`src/rtl/seq_nibble_cmp.sv`:
```
// Sequential WIDTH-bit equality comparator: scans MSB-first one nibble per clock through bit_four_cmp.
// Optional macro SEQ_CMP_EARLY_EXIT_EN ends the scan on the first mismatching nibble.

module bit_four_cmp (
  input  logic [3:0] a,
  input  logic [3:0] b,
  output logic       eq
);
  assign eq = (a == b);
endmodule

module seq_nibble_cmp #(
  parameter  int WIDTH = 16,
  localparam int NIB   = WIDTH / 4,
  localparam int IW    = $clog2(NIB)
) (
  input  logic             clk,
  input  logic             reset,
  input  logic             start,
  input  logic [WIDTH-1:0] a,
  input  logic [WIDTH-1:0] b,
  output logic             busy,
  output logic             done,
  output logic             eq,
  output logic [IW-1:0]    mism_idx
);

  typedef enum logic {S_IDLE = 1'b0, S_SCAN = 1'b1} state_t;

  localparam logic [IW-1:0] IDX_LAST = IW'(NIB - 1);
  localparam logic [IW-1:0] IDX_ZERO = '0;

  state_t           state_q, state_d;
  logic [WIDTH-1:0] ra_q, ra_d, rb_q, rb_d;
  logic [IW-1:0]    idx_q, idx_d, pend_q, pend_d, mism_idx_q, mism_idx_d;
  logic             mism_q, mism_d, busy_q, busy_d, done_q, done_d, eq_q, eq_d;

  logic [WIDTH-1:0] ra_sh_s, rb_sh_s;
  logic             nib_eq_s, mism_now_s, last_s;
  logic [IW-1:0]    pend_now_s;

  // Current nibble pair selected by the scan cursor
  assign ra_sh_s = ra_q >> {idx_q, 2'b00};
  assign rb_sh_s = rb_q >> {idx_q, 2'b00};

  bit_four_cmp u_cmp (
    .a  (ra_sh_s[3:0]),
    .b  (rb_sh_s[3:0]),
    .eq (nib_eq_s)
  );

  // Mismatch accumulation and scan termination for the nibble under the cursor
  always_comb begin
    mism_now_s = mism_q | ~nib_eq_s;
    if (!mism_q && !nib_eq_s) begin
      pend_now_s = idx_q;
    end else begin
      pend_now_s = pend_q;
    end
`ifdef SEQ_CMP_EARLY_EXIT_EN
    last_s = (idx_q == IDX_ZERO) || !nib_eq_s;
`else
    last_s = (idx_q == IDX_ZERO);
`endif
  end

  // Next-state computation for the IDLE/SCAN controller
  always_comb begin
    state_d    = state_q;
    ra_d       = ra_q;
    rb_d       = rb_q;
    idx_d      = idx_q;
    pend_d     = pend_q;
    mism_d     = mism_q;
    busy_d     = busy_q;
    done_d     = 1'b0;
    eq_d       = eq_q;
    mism_idx_d = mism_idx_q;
    case (state_q)
      S_IDLE: begin
        if (start) begin
          ra_d    = a;
          rb_d    = b;
          idx_d   = IDX_LAST;
          pend_d  = IDX_ZERO;
          mism_d  = 1'b0;
          busy_d  = 1'b1;
          state_d = S_SCAN;
        end else begin
          busy_d  = 1'b0;
        end
      end
      S_SCAN: begin
        mism_d = mism_now_s;
        pend_d = pend_now_s;
        if (last_s) begin
          eq_d       = ~mism_now_s;
          mism_idx_d = mism_now_s ? pend_now_s : IDX_ZERO;
          done_d     = 1'b1;
          busy_d     = 1'b0;
          state_d    = S_IDLE;
        end else begin
          idx_d      = idx_q - {{(IW-1){1'b0}}, 1'b1};
        end
      end
      default: begin
        state_d = S_IDLE;
        busy_d  = 1'b0;
      end
    endcase
  end

  // State and output registers; reset aborts any scan without a done pulse
  always_ff @(posedge clk or posedge reset) begin
    if (reset) begin
      state_q    <= S_IDLE;
      ra_q       <= '0;
      rb_q       <= '0;
      idx_q      <= '0;
      pend_q     <= '0;
      mism_q     <= 1'b0;
      busy_q     <= 1'b0;
      done_q     <= 1'b0;
      eq_q       <= 1'b0;
      mism_idx_q <= '0;
    end else begin
      state_q    <= state_d;
      ra_q       <= ra_d;
      rb_q       <= rb_d;
      idx_q      <= idx_d;
      pend_q     <= pend_d;
      mism_q     <= mism_d;
      busy_q     <= busy_d;
      done_q     <= done_d;
      eq_q       <= eq_d;
      mism_idx_q <= mism_idx_d;
    end
  end

  assign busy     = busy_q;
  assign done     = done_q;
  assign eq       = eq_q;
  assign mism_idx = mism_idx_q;

endmodule

```
`config.mk`:
```
export PLATFORM = sky130hd
export DESIGN_NAME = seq_nibble_cmp
export DESIGN_NICKNAME = d
export VERILOG_FILES = /design/src/rtl/seq_nibble_cmp.sv
export SDC_FILE = /design/constraint.sdc
export NUM_CORES = 1
export LEC_CHECK = 0
export ABC_AREA = 0
export BUFFER_PORTS_ARGS = -buffer_cell sky130_fd_sc_hd__clkbuf_2
export CORE_UTILIZATION = 31
export DETAILED_ROUTE_END_ITERATION = 6
export PLACE_DENSITY_LB_ADDON = 0.15
export SLEW_MARGIN = 30
export SYNTH_ARGS = -nofsm -noshare
export SYNTH_HDL_FRONTEND = slang
export SYNTH_HIERARCHICAL = 1
export SYNTH_SLANG_ARGS = --single-unit
export TNS_END_PERCENT = 5
```
`constraint.sdc`:
```
create_clock -name clk -period 5.28 [get_ports clk]
set_input_delay 0.264 -clock clk [delete_from_list [all_inputs] [get_ports clk]]
set_output_delay 0.264 -clock clk [all_outputs]
set_load 0.02 [all_outputs]
```
# ---- After elaboration in Yosys (flattened, before gate mapping)
# Index checks and enable logic that the tools add are counted.
dict set report totals {
  output_inout_bits 5
  input_bits 35
  rom_bits 0
  elab_cells 44
  reg_bits 43
  mem_count 0
  latchBits 0
  ram_bits 0
}
dict set report op_classes {
  addsub 1
  n_bitwise 4
  eq_ne 4
  shifts 2
  magnitude_cmp 0
  reduce_logical 7
  div_mod_pow 0
  mux 16
  mul 0
}
# cell n
set ops {}
lappend ops {{16-bit by 4-bit >> shifter with 4-bit output} 2}
lappend ops {{2-bit 2-to-1 mux} 5}
lappend ops {{2-bit one-hot mux with 2 select lines} 2}
lappend ops {{1-bit 2-to-1 mux} 6}
lappend ops {{1-bit one-hot mux with 2 select lines} 3}
lappend ops {{2-bit AND reduction} 3}
lappend ops {{4-bit equality test} 1}
lappend ops {{2-bit inequality test, second input constant} 2}
lappend ops {{1-bit NOT} 3}
lappend ops {{1-bit zero test} 2}
lappend ops {{2-bit zero test} 1}
lappend ops {{2-bit by 1-bit inequality test with 1-bit output, second input constant} 1}
lappend ops {{2-bit by 1-bit subtractor with 2-bit output, second input constant} 1}
lappend ops {{1-bit logical AND} 1}
lappend ops {{1-bit OR} 1}

# ---- Longest topological paths before layout
dict set report logic_depth {
  depth_word 6
  ltp_mapped 7
  ltp_nobuf 6
}

# ---- Cells and area by module
# Netlist, hierarchy kept.
# module area_each_um2 instances seq_area_each_um2 cells_per_inst
set modules_own_cells {}
lappend modules_own_cells {seq_nibble_cmp 1975.6 1 1076.0 121}
lappend modules_own_cells {bit_four_cmp 47.5 1 0.0 5}

# ---- Worst setup path before layout
# No wires, ideal clock.
dict set report synth_timing {
  path_kind {reg-to-reg}
  startpoint {register idx_q[0]}
  endpoint {register pend_q[0]}
  setup_time_ns 0.122
  required_ns 5.158
  stages_incl_launch_ff 7
  n_path_buf 1
  arrival_time_ns 1.951
  period_less_slack_ns 2.072
  setup_slack_ns 3.208
  path_cell_list {dfrtp_1 -> buf_4 -> mux4_2 -> xor2_1 -> nor4_2 -> nor2_1 -> a32o_1}
}
dict set report synth_via {
  elab_chain_cells 6
  word_cells_on_any_way 7
  cone_classes {eq/ne: 1; shift: 2; mux: 2; reduce/logical: 2}
}
# item line
set synth_lines {}
lappend synth_lines {{start: declaration} 35} ;# logic [IW-1:0] idx_q, idx_d, pend_q, pend_d, mism_idx_q, mism_idx_d;
lappend synth_lines {{start signal: assignment} 130} ;# idx_q <= idx_d;
lappend synth_lines {{16-bit by 4-bit >> shifter with 4-bit output} 43} ;# assign ra_sh_s = ra_q >> {idx_q, 2'b00};
lappend synth_lines {{net ra_sh_s[1]} 38} ;# logic [WIDTH-1:0] ra_sh_s, rb_sh_s;
lappend synth_lines {{4-bit equality test} 9} ;# assign eq = (a == b);
lappend synth_lines {{net nib_eq_s} 39} ;# logic nib_eq_s, mism_now_s, last_s;
lappend synth_lines {{1-bit zero test} 55} ;# if (!mism_q && !nib_eq_s) begin
lappend synth_lines {{1-bit logical AND} 55}
lappend synth_lines {{2-bit 2-to-1 mux} 55}
lappend synth_lines {{2-bit one-hot mux with 2 select lines} 79} ;# case (state_q)
lappend synth_lines {{end signal: assignment} 131} ;# pend_q <= pend_d;
lappend synth_lines {{end: declaration} 35}
# The timed path passes the listed nets, and every way through them passes these cells.
# A chain may end at the register's enable or synchronous reset.

# ---- Final worst setup path
dict set report layout_timing {
  startpoint {register idx_q[0]}
  endpoint {register mism_q}
}
dict set report layout_via {
  elab_chain_cells 5
  word_cells_on_any_way 6
  cone_classes {eq/ne: 1; shift: 2; mux: 1; bitwise: 2}
}
# item line
set layout_lines {}
lappend layout_lines {{16-bit by 4-bit >> shifter with 4-bit output} 44} ;# assign rb_sh_s = rb_q >> {idx_q, 2'b00};
lappend layout_lines {{net rb_sh_s[1]} 38}
lappend layout_lines {{4-bit equality test} 9}
lappend layout_lines {{net nib_eq_s} 39}
lappend layout_lines {{1-bit NOT} 54} ;# mism_now_s = mism_q | ~nib_eq_s;
lappend layout_lines {{1-bit OR} 54}
lappend layout_lines {{1-bit one-hot mux with 2 select lines} 79}
lappend layout_lines {{end signal: assignment} 132} ;# mism_q <= mism_d;
lappend layout_lines {{end: declaration} 36} ;# logic mism_q, mism_d, busy_q, busy_d, done_q, done_d, eq_q, eq_d;
# The timed path passes the listed nets, and every way through them passes these cells.

==> run_results.csv <==
group,metric,value,unit
critical_path,crit_fanout,11,
cells_and_area,nNetsFinal,203,
hold_path,min_path_type,"primary input to async pin",
route,via_per_inst,4.61,
cts,clock_latency,0.29,ns
critical_path,cpPeakStageDelay,0.73,ns
yosys,syn_area_per_cell,16.1,sq um
power_and_ir_drop,p_clk_frac,0.167,
yosys,syn_inst,126,
cells_and_area,fillCellCount,628,
run_status,outcome,"finished, final reports clean",
route,vias,1130,
cts,cts_hold_buf,0,
floorplanning,die_area,6850,sq um
route,wire_per_inst,14.8,microns
cells_and_area,antennaDiodeCount,0,
critical_path,crit_path_end_kind,"flop",
global_routing,gr-total-overflow,0,
yosys,yosysSeqAreaShare,0.532,
yosys,synth.distinct_cells,24,
cells_and_area,layout_common_cells,"43 x dfrtp_1, 39 x clkbuf_2, 27 x mux2_4",
cts,postCtsSetupBuffers,0,
route,drt.antenna.violating_nets,0,
floorplanning,die_w,82.8,microns
cts,cts-resized-gates,0,
power_and_ir_drop,comb_power_share,0.411,
cells_and_area,areaGrowthSynthToFinish,17.1,%
timing,worst_pin_slew,0.648,ns
global_routing,grt_pass1_wl,6.30,mm
cts,cts-htree-levels,2,
route,dr.pass1.iters,4,
power_and_ir_drop,leakage,1.12,nW
cts,cts_buffer_depth,2,
cts,cts_tree,"built",
global_routing,grt_max_degree,44,
cells_and_area,final_common_cell,"dfrtp_1",
timing,fmax,407,MHz
route,drc,0,
power_and_ir_drop,p_switching,0.482,mW
power_and_ir_drop,ir_drop,215,uV
timing,fin_crit,2.46,ns
timing,hold_viol,0,
yosys,syn_nets,162,
cells_and_area,utilization,0.375,
timing,final_max_slew_viol_count,0,
power_and_ir_drop,p_per_area,632,nW/um^2
yosys,synth_area_leader_cell,"dfrtp_1",
cells_and_area,layoutNonFillerInstCount,245,
cells_and_area,final_layout_size_suffix_gt1_frac,0.542,
place,dp.cells,237,
place,placed_area,2260,sq um
power_and_ir_drop,p_int,1.01,mW
place,gp_congestion,0.692,
critical_path,crit_path_start_kind,"flop",
place,portBuffers,39,
critical_path,critical_path_arrival,2.61,ns
run,drv_cap,0,
yosys,yosysTopAreaCellShare,0.532,
floorplanning,rows,29,
cts,cts-root-buf,"clkbuf_8",
yosys,synth.area.top_cells,"dfrtp_1 53%, mux2_4 20%, mux4_2 8.9%",
timing,rsz0062_at_grt,"no",
critical_path,crit_type,"flop to flop",
floorplanning,start_util,0.320,
critical_path,cp_num_buf_inv,1,
cts,clk_pin_slew,0.08,ns
yosys,synth_seq_cells,43,
global_routing,grt_usage,0.127,
floorplanning,die_y,82.8,microns
global_routing,antenna_found_initial,0,
timing,setup_viol,0,
floorplanning,io_pins,40,
global_routing,grt_pass1_vias,1303,
yosys,syn-cell-area,2020,sq um
critical_path,cpLargestDelayFamily,"flip-flops",
timing,slew_headroom,0.567,
yosys,yosys_warnings,6,
cts,cts.sink_count,43,
timing,finalCritPeriodShare,0.465,
place,dp_worst_setup_slack,2.81,ns
route,wl,3.63,mm
place,hpwl,2.59,mm
cts,cts_made_buffers,5,
critical_path,slowest_stage,"dfrtp_1",
timing,final.setup.worst_slack,2.82,ns
cells_and_area,fin_area,2370,sq um
power_and_ir_drop,p_sw_frac,0.322,
timing,tns,0,ns
critical_path,crit_chain,"mux4_2 > xor2_1 > nor4_2 > inv_1 > a21oi_1 > nor2_1",
critical_path,cp.required,5.43,ns
floorplanning,fp.coreArea,6310,sq um
timing,fin_skew,0.00877,ns
route,drtIter0Drc,34,
power_and_ir_drop,seq_power_share,0.422,
-- power by group through the flow --
stage | Combinational, mW | Sequential [mW] | Clock (mW)
6_report | 0.615 | 0.631 | 0.250
5_1_grt | 0.681 | 0.661 | 0.273
4_1_cts | 0.628 | 0.636 | 0.260
3_5_place_dp | 0.621 | 0.640 | 0
3_3_place_gp | 0.603 | 0.640 | 0
2_1_floorplan | 0.561 | 0.584 | 0
-- worst min-delay path, delay by kind of cell --
family | cells | cell delay (ns)
buffers and inverters | 3 | 0.54
-- per-layer routing --
layer,global-route usage,vias up,wire length (microns),share of wire
li1,-,535,-,-
met1,0.153,556,1640,0.45
met2,0.215,31,1710,0.47
met4,0.0466,0,58,0.016
met3,0.0361,8,219,0.060
met5,0,-,0,0
-- cell usage after synthesis --
master	n
a21o_1	1
a21oi_1	5
a2bb2oi_1	1
a32o_1	2
and2b_1	1
buf_12	2
buf_4	1
buf_6	2
clkbuf_1	2
dfrtp_1	43
ha_1	1
inv_1	5
mux2_2	5
mux2_4	27
mux4_2	8
nand2_1	2
nor2_1	4
nor2b_2	1
nor3b_1	2
nor4_2	1
o21ai_0	4
o31ai_1	1
or2_1	1
xor2_1	4
-- stage by stage --
step	power, mW	hold slack [ns]
6_report	1.50	0.0582
5_1_grt	1.61	0.125
4_1_cts	1.52	0.0719
3_5_place_dp	1.26	0.404
3_3_place_gp	1.24	0.401
2_1_floorplan	1.14	0.412
-- cell type report --
class,instances,area (sq um),share of cell area
clock buffers,5,68.8,0.0290
clock inverters,3,43.8,0.0185
inverters,5,18.8,0.00792
multi-input cells,71,856,0.361
flip-flops and latches,43,1080,0.454
well taps,77,96.3,0.0407
repair buffers,41,210,0.0887
-- kinds of logic after synthesis --
| group | count (synthesis) | share of synthesized area |
|---|---|---|
| compound gates | 14 | 0.0439 |
| xor+xnor | 4 | 0.0173 |
| fa+ha+maj | 1 | 0.00618 |
| buf+inv | 12 | 0.0476 |
| flops | 43 | 0.532 |
| mux | 40 | 0.317 |
| simple gates | 12 | 0.0359 |
-- registers in the layout, indices dropped and copies added (netlist names) --
signal and count:
ra_q 16, rb_q 16, idx_q 2, mism_idx 2
pend_q 2, busy 1, done 1, eq 1
mism_q 1, state_q 1
-- final timing paths --
kind	start	endpoint	slack [ns]	cells after the start
worst max register to register	idx_q[0]	mism_q	2.82	6
max in group asynchronous	reset	pend_q[0]	4.85	3
worst max-delay path	idx_q[0]	mism_q	2.82	6
worst min register to register	busy	busy	0.48	1
worst min-delay path	reset	ra_q[14]	0.06	3
min in group clk	a[11]	ra_q[11]	0.19	2
(Power assumes the default switching activity.)
